<file path="src/rtl/acc_access_ctrl.sv">
// Two-port arbiter/sequencer that serialises WRITE, READ and SHIFT requests onto the accumulator.
// Optional per-port completion counters are enabled by defining ACC_CTRL_OP_COUNT_EN.
module acc_access_ctrl #(
  parameter int unsigned DATA_W = 16,
  parameter bit          RR_EN  = 1'b1
) (
  input  logic              acc_ctrl_clk,
  input  logic              acc_ctrl_rst_n,
  input  logic              p0_req,
  input  logic [1:0]        p0_op,
  input  logic [DATA_W-1:0] p0_wdata,
  output logic              p0_gnt,
  output logic              p0_done,
  input  logic              p1_req,
  input  logic [1:0]        p1_op,
  input  logic [DATA_W-1:0] p1_wdata,
  output logic              p1_gnt,
  output logic              p1_done,
  output logic [DATA_W-1:0] ctl_rdata,
  output logic              ctl_err,
  output logic              acc_wr_en,
  output logic              acc_rd_en,
  output logic              acc_shift,
  output logic [DATA_W-1:0] acc_wdata,
  input  logic [DATA_W-1:0] acc_rdata
`ifdef ACC_CTRL_OP_COUNT_EN
  ,
  output logic [15:0]       p0_op_cnt,
  output logic [15:0]       p1_op_cnt
`endif
);

  localparam logic [1:0] OpWrite = 2'b00;
  localparam logic [1:0] OpRead  = 2'b01;
  localparam logic [1:0] OpShift = 2'b10;
  localparam logic [1:0] OpRsvd  = 2'b11;

  // Each state names the strobes it registers for the following cycle, so the state register
  // runs one cycle ahead of the registered outputs.
  typedef enum logic [2:0] {
    StIdle, StWr, StRdIssue, StRdWait, StShLoad, StShApply, StResp
  } state_e;

  state_e            state_q, state_d;
  logic [1:0]        op_q, op_d;
  logic [DATA_W-1:0] data_q, data_d;
  logic              port_q, port_d;
  logic              ptr_q, ptr_d;

  logic              req_any, win;
  logic [1:0]        win_op;
  logic [DATA_W-1:0] win_data;

  logic              p0_gnt_d, p1_gnt_d, p0_done_d, p1_done_d, err_d;
  logic              wr_en_d, rd_en_d, shift_d;
  logic [DATA_W-1:0] wdata_d, rdata_d;

  // ptr_q is the port that wins a tie; it only moves on a grant.
  always_comb begin
    req_any  = p0_req | p1_req;
    win      = (p0_req & p1_req) ? (RR_EN ? ptr_q : 1'b0) : p1_req;
    win_op   = win ? p1_op : p0_op;
    win_data = win ? p1_wdata : p0_wdata;
  end

  always_ff @(posedge acc_ctrl_clk or negedge acc_ctrl_rst_n) begin
    if (!acc_ctrl_rst_n) begin
      state_q <= StIdle;
      op_q    <= 2'b00;
      data_q  <= '0;
      port_q  <= 1'b0;
      ptr_q   <= 1'b0;
    end else begin
      state_q <= state_d;
      op_q    <= op_d;
      data_q  <= data_d;
      port_q  <= port_d;
      ptr_q   <= ptr_d;
    end
  end

  always_comb begin
    state_d = state_q;
    op_d    = op_q;
    data_d  = data_q;
    port_d  = port_q;
    ptr_d   = ptr_q;
    unique case (state_q)
      StIdle: begin
        if (req_any) begin
          op_d   = win_op;
          data_d = win_data;
          port_d = win;
          ptr_d  = ~win;
          unique case (win_op)
            OpWrite: state_d = StWr;
            OpRead:  state_d = StRdIssue;
            OpShift: state_d = StShLoad;
            OpRsvd:  state_d = StResp;
            default: state_d = StIdle;
          endcase
        end
      end
      StWr:      state_d = StIdle;
      StRdIssue: state_d = StRdWait;
      StRdWait:  state_d = StResp;
      StShLoad:  state_d = StShApply;
      StShApply: state_d = StIdle;
      StResp:    state_d = StIdle;
      default:   state_d = StIdle;
    endcase
  end

  always_comb begin
    p0_gnt_d  = (state_q == StIdle) & req_any & ~win;
    p1_gnt_d  = (state_q == StIdle) & req_any & win;
    wr_en_d   = (state_q == StWr) | (state_q == StShLoad) | (state_q == StShApply);
    rd_en_d   = (state_q == StRdIssue);
    shift_d   = (state_q == StShLoad) | (state_q == StShApply);
    wdata_d   = '0;
    if (state_q == StWr) begin
      wdata_d = data_q;
    end else if (shift_d) begin
      wdata_d = DATA_W'(data_q[4:0]);
    end
    p0_done_d = ((state_q == StWr) | (state_q == StShApply) | (state_q == StResp)) & ~port_q;
    p1_done_d = ((state_q == StWr) | (state_q == StShApply) | (state_q == StResp)) & port_q;
    err_d     = (state_q == StResp) & (op_q == OpRsvd);
    rdata_d   = ((state_q == StResp) && (op_q == OpRead)) ? acc_rdata : ctl_rdata;
  end

  always_ff @(posedge acc_ctrl_clk or negedge acc_ctrl_rst_n) begin
    if (!acc_ctrl_rst_n) begin
      p0_gnt    <= 1'b0;
      p1_gnt    <= 1'b0;
      p0_done   <= 1'b0;
      p1_done   <= 1'b0;
      ctl_err   <= 1'b0;
      ctl_rdata <= '0;
      acc_wr_en <= 1'b0;
      acc_rd_en <= 1'b0;
      acc_shift <= 1'b0;
      acc_wdata <= '0;
    end else begin
      p0_gnt    <= p0_gnt_d;
      p1_gnt    <= p1_gnt_d;
      p0_done   <= p0_done_d;
      p1_done   <= p1_done_d;
      ctl_err   <= err_d;
      ctl_rdata <= rdata_d;
      acc_wr_en <= wr_en_d;
      acc_rd_en <= rd_en_d;
      acc_shift <= shift_d;
      acc_wdata <= wdata_d;
    end
  end

`ifdef ACC_CTRL_OP_COUNT_EN
  always_ff @(posedge acc_ctrl_clk or negedge acc_ctrl_rst_n) begin
    if (!acc_ctrl_rst_n) begin
      p0_op_cnt <= 16'h0000;
      p1_op_cnt <= 16'h0000;
    end else begin
      p0_op_cnt <= p0_op_cnt + 16'(p0_done);
      p1_op_cnt <= p1_op_cnt + 16'(p1_done);
    end
  end
`endif

endmodule

</file>
<file path="config.mk">
export PLATFORM = sky130hd
export DESIGN_NAME = acc_access_ctrl
export DESIGN_NICKNAME = d
export VERILOG_FILES = /design/src/rtl/acc_access_ctrl.sv
export SDC_FILE = /design/constraint.sdc
export NUM_CORES = 1
export LEC_CHECK = 0
export BUFFER_PORTS_ARGS = -buffer_cell sky130_fd_sc_hd__buf_2
export CAP_MARGIN = 40
export CORE_ASPECT_RATIO = 0.5
export CORE_UTILIZATION = 48
export DETAILED_ROUTE_END_ITERATION = 12
export HOLD_SLACK_MARGIN = 0.08
export PLACE_DENSITY = 0.9
export SETUP_SLACK_MARGIN = 0.2
export SLEW_MARGIN = 5
export SYNTH_ARGS = -nofsm -noshare
export SYNTH_HDL_FRONTEND = slang
export SYNTH_SLANG_ARGS = --single-unit
</file>
<file path="constraint.sdc">
create_clock -name acc_ctrl_clk -period 2.2 [get_ports acc_ctrl_clk]
set_input_delay 0.11 -clock acc_ctrl_clk [delete_from_list [all_inputs] [get_ports acc_ctrl_clk]]
set_output_delay 0.11 -clock acc_ctrl_clk [all_outputs]
set_load 0.01 [all_outputs]
</file>
### Yosys cells after proc, flatten, opt, wreduce, memory -nomap -nowiden

Index checks and enable logic that the tools add are counted.

* input port bits: 56
* logic and storage cells: 54
* output and inout bits: 40
* flip-flop bits (word level): 63

* multiplexer cells: 8
* equal/unequal tests: 12
* reduce and logical (&&, ||, !) cells: 4
* bitwise operators: 15

Operator list (count)
* $mux 16: 2
* $pmux 3 s4: 2
* $eq 3x3->1 const B: 3
* $and 1x1->1: 7
* $eq 2x2->1 const B: 3
* $eq 3x2->1 const B: 2
* $or 1x1->1: 6
* $mux 5: 1
* $eq 2x1->1 const B: 2
* $eq 3x1->1 const B: 1
* $logic_not 3->1: 1
* $mux 3: 1
* $logic_not 2->1: 1
* $mux 2: 1
* $ne 2x2->1 const B: 1
* $not 1->1: 2
* $reduce_and 2->1: 1
* $logic_and 1x1->1: 1
* $mux 1: 1

### Longest topological paths before layout

Gate-level depths: netlist of run 1.

* depth in word-level cells: 7
* gate-level depth with buffers: 7
* mapped depth without buffers: 4

### Least setup slack after synthesis of run 1

OpenSTA, ideal clock, no wires.

* path type: register to register
* from: register state_q[2]
* to: register data_q[10]
* setup slack: 0.350 ns
* clock period less this slack: 1.850 ns
* data arrival time: 1.724 ns
* required time: 2.074 ns
* buffers on the path: 3
* cell stages (with the launch flop): 8
* library setup time: 0.126 ns
* cells stage by stage: dfrtp_1 -> buf_6 -> or3_4 -> or2_1 -> buf_6 -> buf_6 -> and2_0 -> a221o_1

* cells in the longest elaborated chain, start to end: 2

RTL lines
* start, declared: RTL line 44 `state_e state_q, state_d;`
* start signal, assigned: RTL line 68 `state_q <= StIdle;`
* start signal, assigned: RTL line 74 `state_q <= state_d;`
* $logic_not 3->1: RTL line 88 `unique case (state_q)`
* $reduce_and 2->1 (no source line)
* end signal, assigned: RTL line 76 `data_q <= data_d;`
* end, declared: RTL line 46 `logic [DATA_W-1:0] data_q, data_d;`

Every way passes these cells.
A chain may end at the register's enable or synchronous reset.

### Final worst setup path of run 1

* from: register state_q[2]
* to: register data_q[9]

Same word-level chain as after synthesis.

==> reports/qor.txt, run 1 <==
status = finished, final reports clean
Worst Path Max Fanout = 18
DRC viols = 0
Min Hold Slack = 0.09414 ns
DP Wirelength = 3.625 mm
initial core utilization = 52.62%
Max Cap Viol = 0
Placement Setup Slack = 0.2301 ns
HP Class = in2async
Setup-failing EPs final = 0
crit start category = flop
syn avg cell area = 13.64 sq um
Mapped Cells = 178
CORE AREA = 0.004616 sq mm
area grow syn2layout = 51.11%
crit-path max cell delay = 0.48 ns
setup TNS = 0 ns
die area = 0.005365 sq mm
IR drop worst, VDD = 0.6233 mV
fin. max-slew vios = 0
Post-Syn Area = 0.002429 sq mm
Die X = 102.6 microns
WL/cell = 16.22 microns
final hold viol count = 0
most common cell after layout, fill and taps aside = buf_2
CTS buffer count = 9
P per Cell Area = 1191 mW/mm^2
Synth Warn # = 0
grt ovf = 0
H-Tree Depth = 3
Routed WL = 6.537 mm
first-pass GRT wire length = 10.36 mm
fin crit period = 1.863 ns
fraction of layout cells with a size suffix above 1 = 40.36%
overall routing resource usage = 27.73%
leak pwr = 1.886 nW
measured slew at the worst slew-check pin = 0.3520 ns
Seq/Total Area, Yosys = 64.91%
largest net degree at the start of global routing = 42
post-CTS setup buffers = 0
largest family of logic cells by synthesized area = simple AND/OR/NAND/NOR gates
initial antenna violation count = 0
commonest non-fill, non-tap cells in the layout = buf_2 (95), dfrtp_1 (63), dlygate4sd3_1 (50)
footprint of the multi-input gates = 789.5 sq um
RSZ-0062 raised after global routing = false
Peak Freq = 536.7 MHz
CP Capture Type = flop
post-synth top area cell = dfrtp_1
Routability Congestion = 0.9008
TritonRoute pass-1 iters = 4
fin cells = 403
Post-Synth Simple-Gate Area = 14.32%
vias in the first global route = 2,118
dpl cells = 337
Setup Skew = 0.01008 ns
Fill cells = 260
Worst-Skew Late Latency = 0.34 ns
Diodes inserted = 0
clk root buf = clkbuf_8
Max transition margin = 76.45%
ranking of synthesized cells by area = dfrtp_1 (65%), mux2_2 (7.9%), a221o_1 (6.6%), and2_0 (4.1%), and2_1 (3.1%)
Post-Layout Inst Area = 0.003670 sq mm
post-synthesis adder-cell area fraction = 0%
worst path required time = 2.43 ns
synthesized net count = 234
Pwr Total = 4.370 mW
layout net count = 388
remaining antenna violation count after routing = 0
CTS max path bufs = 2
Crit-path slowest cell = dfrtp_1
TritonCTS Sinks = 63
data arrival time of the worst path = 2.09 ns
post-synth top area share = 64.91%
Synth Area in Compound Gates = 9.377%
Die Ht = 52.30 microns
Final WS setup = 0.3368 ns
post-layout utilization of the core = 79.51%
final period utilization = 84.69%
kind of critical path = reg2reg
detailed-route via count = 2,058
dpl cell area = 0.002990 sq mm
CTS tree = built
synth unique cells = 29
multiplexer area fraction after synthesis = 8.707%
worst-path cell chain = or3_4 -> or2_4 -> and2_0 -> a221o_1
DR iter-0 viols = 134
DR vias/cell = 5.107
IO buf count = 95
Synth Register Bits = 63
XOR/XNOR Fraction of Synth Area = 0%
site row count = 17
I/O pins = 96
clock slew at reported path FFs = 0.07 ns
Storage cell area = 0.001577 sq mm
sequential cells by signal (all words and copies together) (netlist names), 2 cells and up:
name	flops
op_q	2
ctl_rdata	16
data_q	16
state_q	3
acc_wdata	16
final timing paths:
path	from	end	slack (ns)	cells past startpoint
min	acc_ctrl_rst_n	acc_wdata[3]$_DFF_PN0_	0.09	2
max reg2reg	state_q[2]$_DFFE_PN0P_	data_q[9]$_DFFE_PN0N_	0.34	4
min reg2reg	port_q$_DFFE_PN0N_	p0_done$_DFF_PN0_	0.47	1
max in group asynchronous	acc_ctrl_rst_n	acc_wdata[9]$_DFF_PN0_	1.50	4
max	state_q[2]$_DFFE_PN0P_	data_q[9]$_DFFE_PN0N_	0.34	4
min in group acc_ctrl_clk	p1_op[1]	op_q[1]$_DFFE_PN0N_	0.13	3
synth_stat cells:
library cell  number
o311ai_0           1
nor2b_1            2
buf_2              4
a21o_1             2
nand2b_1           1
a221o_1           16
and2_1            12
o31a_1             1
mux2i_1            2
a21oi_1            4
or3_4              1
nand3b_1           1
nor3b_1            1
dfrtp_1           63
o32ai_1            1
nand2_1            4
nand4_1            1
and3b_1            1
a31oi_1            1
nor2_1            10
and2_0            16
inv_1              1
or2_2              1
clkbuf_1           2
buf_6              3
mux2_2            17
or2_1              1
nor3_1             2
and3_1             6
metal layers:
metal / wire [microns] / vias to the layer above / GRT usage, %
li1: - / 944 / -
met1: 2456 / 994 / 29.78
met2: 3423 / 97 / 49.44
met3: 458 / 23 / 8.800
met4: 198 / 0 / 15.48
met5: 0 / - / 0
cells by family (layout without fill, tap and decap cells):
logic type | count (synthesis) | in the layout
AOI/OAI and AO/OA | 26 | 26
buffers and inverters | 10 | 169
DFF | 63 | 63
muxes | 19 | 19
and+or+nand+nor | 60 | 60
what timing repair did:
action / CTS / global route
setup endpoints to repair: 0 / 16
hold endpoints to repair: 96 / 0
gates resized for setup: 0 / 2
hold buffers: 50 / 0
critical path, delay by kind of cell (launching register included):
family | cells | cell delay, ns
compound gates | 1 | 0.26
flops | 1 | 0.48
simple gates | 3 | 1.00
cell type report:
| class | count | share of cell area, % |
|---|---|---|
| Clock buffer | 13 | 4.330 |
| Timing Repair Buffer | 152 | 28.37 |
| Inverter | 1 | 0.1023 |
| Clock inverter | 3 | 0.4773 |
| Tap cell | 66 | 2.250 |
| Sequential cell | 63 | 42.96 |
| Multi-Input combinational cell | 105 | 21.51 |
report_power, final:
| part | total, mW | leakage, nW | internal (mW) | switching (mW) |
|---|---|---|---|---|
| combinational | 1.56 | 0.991 | 0.807 | 0.754 |
| clock | 0.896 | 0.0894 | 0.467 | 0.429 |
| sequential | 1.91 | 0.806 | 1.64 | 0.270 |
| total | 4.37 | 1.89 | 2.92 | 1.45 |
(Power assumes the default switching activity.)
==> run 2, diff against run 1 <==
--- a/config.mk
+++ b/config.mk
@@ -8,10 +8,10 @@
 export BUFFER_PORTS_ARGS = -buffer_cell sky130_fd_sc_hd__buf_2
 export CAP_MARGIN = 40
 export CORE_ASPECT_RATIO = 0.5
-export CORE_UTILIZATION = 48
+export CORE_UTILIZATION = 43
 export DETAILED_ROUTE_END_ITERATION = 12
 export HOLD_SLACK_MARGIN = 0.08
-export PLACE_DENSITY = 0.9
+export PLACE_DENSITY = 0.86
 export SETUP_SLACK_MARGIN = 0.2
 export SLEW_MARGIN = 5
 export SYNTH_ARGS = -nofsm -noshare
==> constraint.sdc (replaced) <==
create_clock -name acc_ctrl_clk -period 1.62 [get_ports acc_ctrl_clk]
set_input_delay 0.081 -clock acc_ctrl_clk [delete_from_list [all_inputs] [get_ports acc_ctrl_clk]]
set_output_delay 0.081 -clock acc_ctrl_clk [all_outputs]
set_load 0.01 [all_outputs]
==> run 2 against run 1 <==
Compared with the run above: the flow now finishes with violations (negative setup slack); sequential share of layout area down 4.9 points; clock-buffer cell count down 1; global-route usage down 1.3 points; clock skew down 0.0015 ns; final cell count up 5.5%; total power up 72%; combinational power up 96%; critical endpoint is now data_q[11]$_DFFE_PN0N_; largest cell class unchanged; largest power group is now combinational logic.
==> reports/qor.txt, run 2 (synthesis results as in run 1) <==
status = finished, violations left (was finished, final reports clean)
failing checks = negative setup slack
Worst Path Max Fanout = 5 (was 18)
detailed-route via count = 2,268 (was 2,058)
clock slew at reported path FFs = 0.05 ns (was 0.07 ns)
clk root buf = clkbuf_16 (was clkbuf_8)
CTS tree = built (unchanged)
CTS buffer count = 9 (unchanged)
fin. max-slew vios = 0 (unchanged)
M2 GR Usage = 50.53% (was 49.44%)
vias in the first global route = 2,271 (was 2,118)
post-layout utilization of the core = 80.02% (was 79.51%)
Max transition margin = 65.35% (was 76.45%)
largest net degree at the start of global routing = 27 (was 42)
remaining antenna violation count after routing = 0 (unchanged)
data arrival time of the worst path = 1.89 ns (was 2.09 ns)
clock share of power = 24.7% (was 20.5%)
CP Capture Type = flop (unchanged)
Hold Path Depth = 3
Max Cap Viol = 0 (unchanged)
met1 usage in global routing = 28.68% (was 29.78%)
biggest regs = acc_wdata: 16 flops, ctl_rdata: 16 flops, data_q: 16 flops (unchanged)
DRC viols = 0 (unchanged)
Peak Freq = 592.8 MHz (was 536.7 MHz)
initial antenna violation count = 0 (unchanged)
fraction of layout cells with a size suffix above 1 = 50.99% (was 40.36%)
TritonRoute pass-1 iters = 4 (unchanged)
commonest non-fill, non-tap cells in the layout = buf_2 (95), dfrtp_1 (63), dlygate4sd3_1 (49) (was buf_2 (95), dfrtp_1 (63), dlygate4sd3_1 (50))
IO buf count = 95 (unchanged)
layout net count = 406 (was 388)
setup TNS = -0.8626 ns (was 0 ns)
area grow syn2layout = 70.69% (was 51.11%)
dpl cell area = 0.003108 sq mm (was 0.002990 sq mm)
kind of critical path = reg2reg (unchanged)
met3 global-route usage = 8.080% (was 8.800%)
grt ovf = 0 (unchanged)
RSZ-0062 raised after global routing = true (was false)
Critical R2R Capture = data_q[11]$_DFFE_PN0N_ (was data_q[9]$_DFFE_PN0N_)
DR iter-0 viols = 165 (was 134)
Pwr Total = 7.516 mW (was 4.370 mW)
Internal = 5.130 mW (was 2.917 mW)
TritonCTS Sinks = 63 (unchanged)
CORE AREA = 0.005180 sq mm (was 0.004616 sq mm)
leak pwr = 2.137 nW (was 1.886 nW)
Final WS setup = -0.06696 ns (was 0.3368 ns)
final period utilization = 104.1% (was 84.69%)
CTS max path bufs = 2 (unchanged)
Post-Layout Inst Area = 0.004145 sq mm (was 0.003670 sq mm)
Reg2Reg Launch Point = state_q[2]$_DFFE_PN0P_ (unchanged)
crit start category = flop (unchanged)
sw frac = 31.75% (was 33.26%)
Setup-failing EPs final = 32 (was 0)
Die X = 108.3 microns (was 102.6 microns)
Routed WL = 8.278 mm (was 6.537 mm)
most common cell after layout, fill and taps aside = buf_2 (unchanged)
worst reg2reg path depth = 4 (unchanged)
worst path required time = 1.82 ns (was 2.43 ns)
initial core utilization = 46.88% (was 52.62%)
IR drop worst, VDD = 0.8752 mV (was 0.6233 mV)
final hold viol count = 0 (unchanged)
switching pwr = 2.387 mW (was 1.454 mW)
site row count = 18 (was 17)
register share of total power = 34.8% (was 43.8%)
overall routing resource usage = 26.43% (was 27.73%)
I/O pins = 96 (unchanged)
Die Ht = 55.14 microns (was 52.30 microns)
Setup Skew = 0.008565 ns (was 0.01008 ns)
WL/cell = 19.48 microns (was 16.22 microns)
HP Class = in2reg (was in2async)
WHS Endpoint = op_q[0]$_DFFE_PN0N_
DR vias/cell = 5.336 (was 5.107)
fin crit period = 1.687 ns (was 1.863 ns)
DP Wirelength = 3.725 mm (was 3.625 mm)
H-Tree Depth = 3 (unchanged)
first-pass GRT wire length = 11.07 mm (was 10.36 mm)
Reg2Reg Setup Slack = -0.07 ns (was 0.34 ns)
P per Cell Area = 1813 mW/mm^2 (was 1191 mW/mm^2)
Routability Congestion = 0.8695 (was 0.9008)
GR peak layer = met2 (unchanged)
Comb pwr share = 40.5% (was 35.7%)
Worst Hold Launch = p0_op[0]
measured slew at the worst slew-check pin = 0.5132 ns (was 0.3520 ns)
Worst-Skew Late Latency = 0.32 ns (was 0.34 ns)
die area = 0.005971 sq mm (was 0.005365 sq mm)
Diodes inserted = 0 (unchanged)
==> run 2: changes by cell type in the layout (fill, tap and decap cells not counted), moves of 4 or more <==
cell / change
clkbuf_8: -10
mux2_2: -16
buf_6: +8
clkbuf_16: +9
and2_0: -15
nor2_1: -4
buf_4: +6
and2_4: +15
nor2_4: +4
mux2_4: +16
==> run 2: critical path: stages (launching register included) <==
cell	delay [ns]
dfrtp_1	0.40
or3_4	0.44
or2_4	0.30
and2_0	0.16
a221o_1	0.26
==> run 2: repair_timing <==
item,4_1_cts,5_1_grt
hold buffers,49,0
gates resized for setup,43,17
endpoints found under the hold margin,50,0
buffers inserted,3,2
setup endpoints to repair,35,40
pin swaps,5,8
gates cloned,5,2
==> run 2: metal layers <==
layer  up-vias  routed length (microns)
met5         -                        0
met4         0                      295
met3        41                      625
met2       144                     4127
met1      1102                     3229
li1        981                        -
==> run 2: how the worst max path moves through the flow <==
stage,end,startpoint,cells after the start
after floorplan,data_q[10]$_DFFE_PN0N_,state_q[1]$_DFFE_PN0P_,7
after global placement,data_q[0]$_DFFE_PN0N_,state_q[1]$_DFFE_PN0P_,4
after detailed placement,data_q[12]$_DFFE_PN0N_,state_q[1]$_DFFE_PN0P_,4
after CTS,data_q[12]$_DFFE_PN0N_,state_q[0]$_DFFE_PN0P_,4
after global routing,data_q[11]$_DFFE_PN0N_,state_q[2]$_DFFE_PN0P_,4
final,data_q[11]$_DFFE_PN0N_,state_q[2]$_DFFE_PN0P_,4
==> run 2: cell type report <==
cell class	instances	area, sq um
Clock buffer	12	246.5
Clock inverter	4	45.04
Fill cell	286	1035
Inverter	1	3.754
Multi-Input combinational cell	108	972.2
Sequential cell	63	1577
Tap cell	70	87.58
Timing Repair Buffer	167	1214
==> run 2: power groups by stage <==
stage | clock [mW] | combinational (mW) | sequential [mW]
detailed placement | 0 | 2.23 | 2.55
global route | 1.98 | 3.24 | 2.66
floorplan | 0 | 1.27 | 2.70
finish | 1.85 | 3.05 | 2.62
global placement | 0 | 2.15 | 2.51
CTS | 1.88 | 2.78 | 2.55
==> run 2: stage by stage <==
step	setup slack, ns	instances	hold WS [ns]
final	-0.06696	425	0.1284
after global routing	-0.07625	425	0.1574
after CTS	-0.004058	421	0.1138
after detailed placement	-0.2012	348	0.07007
after global placement	-0.1263	348	0.04933
after floorplan	-0.1966	178	-0.2146
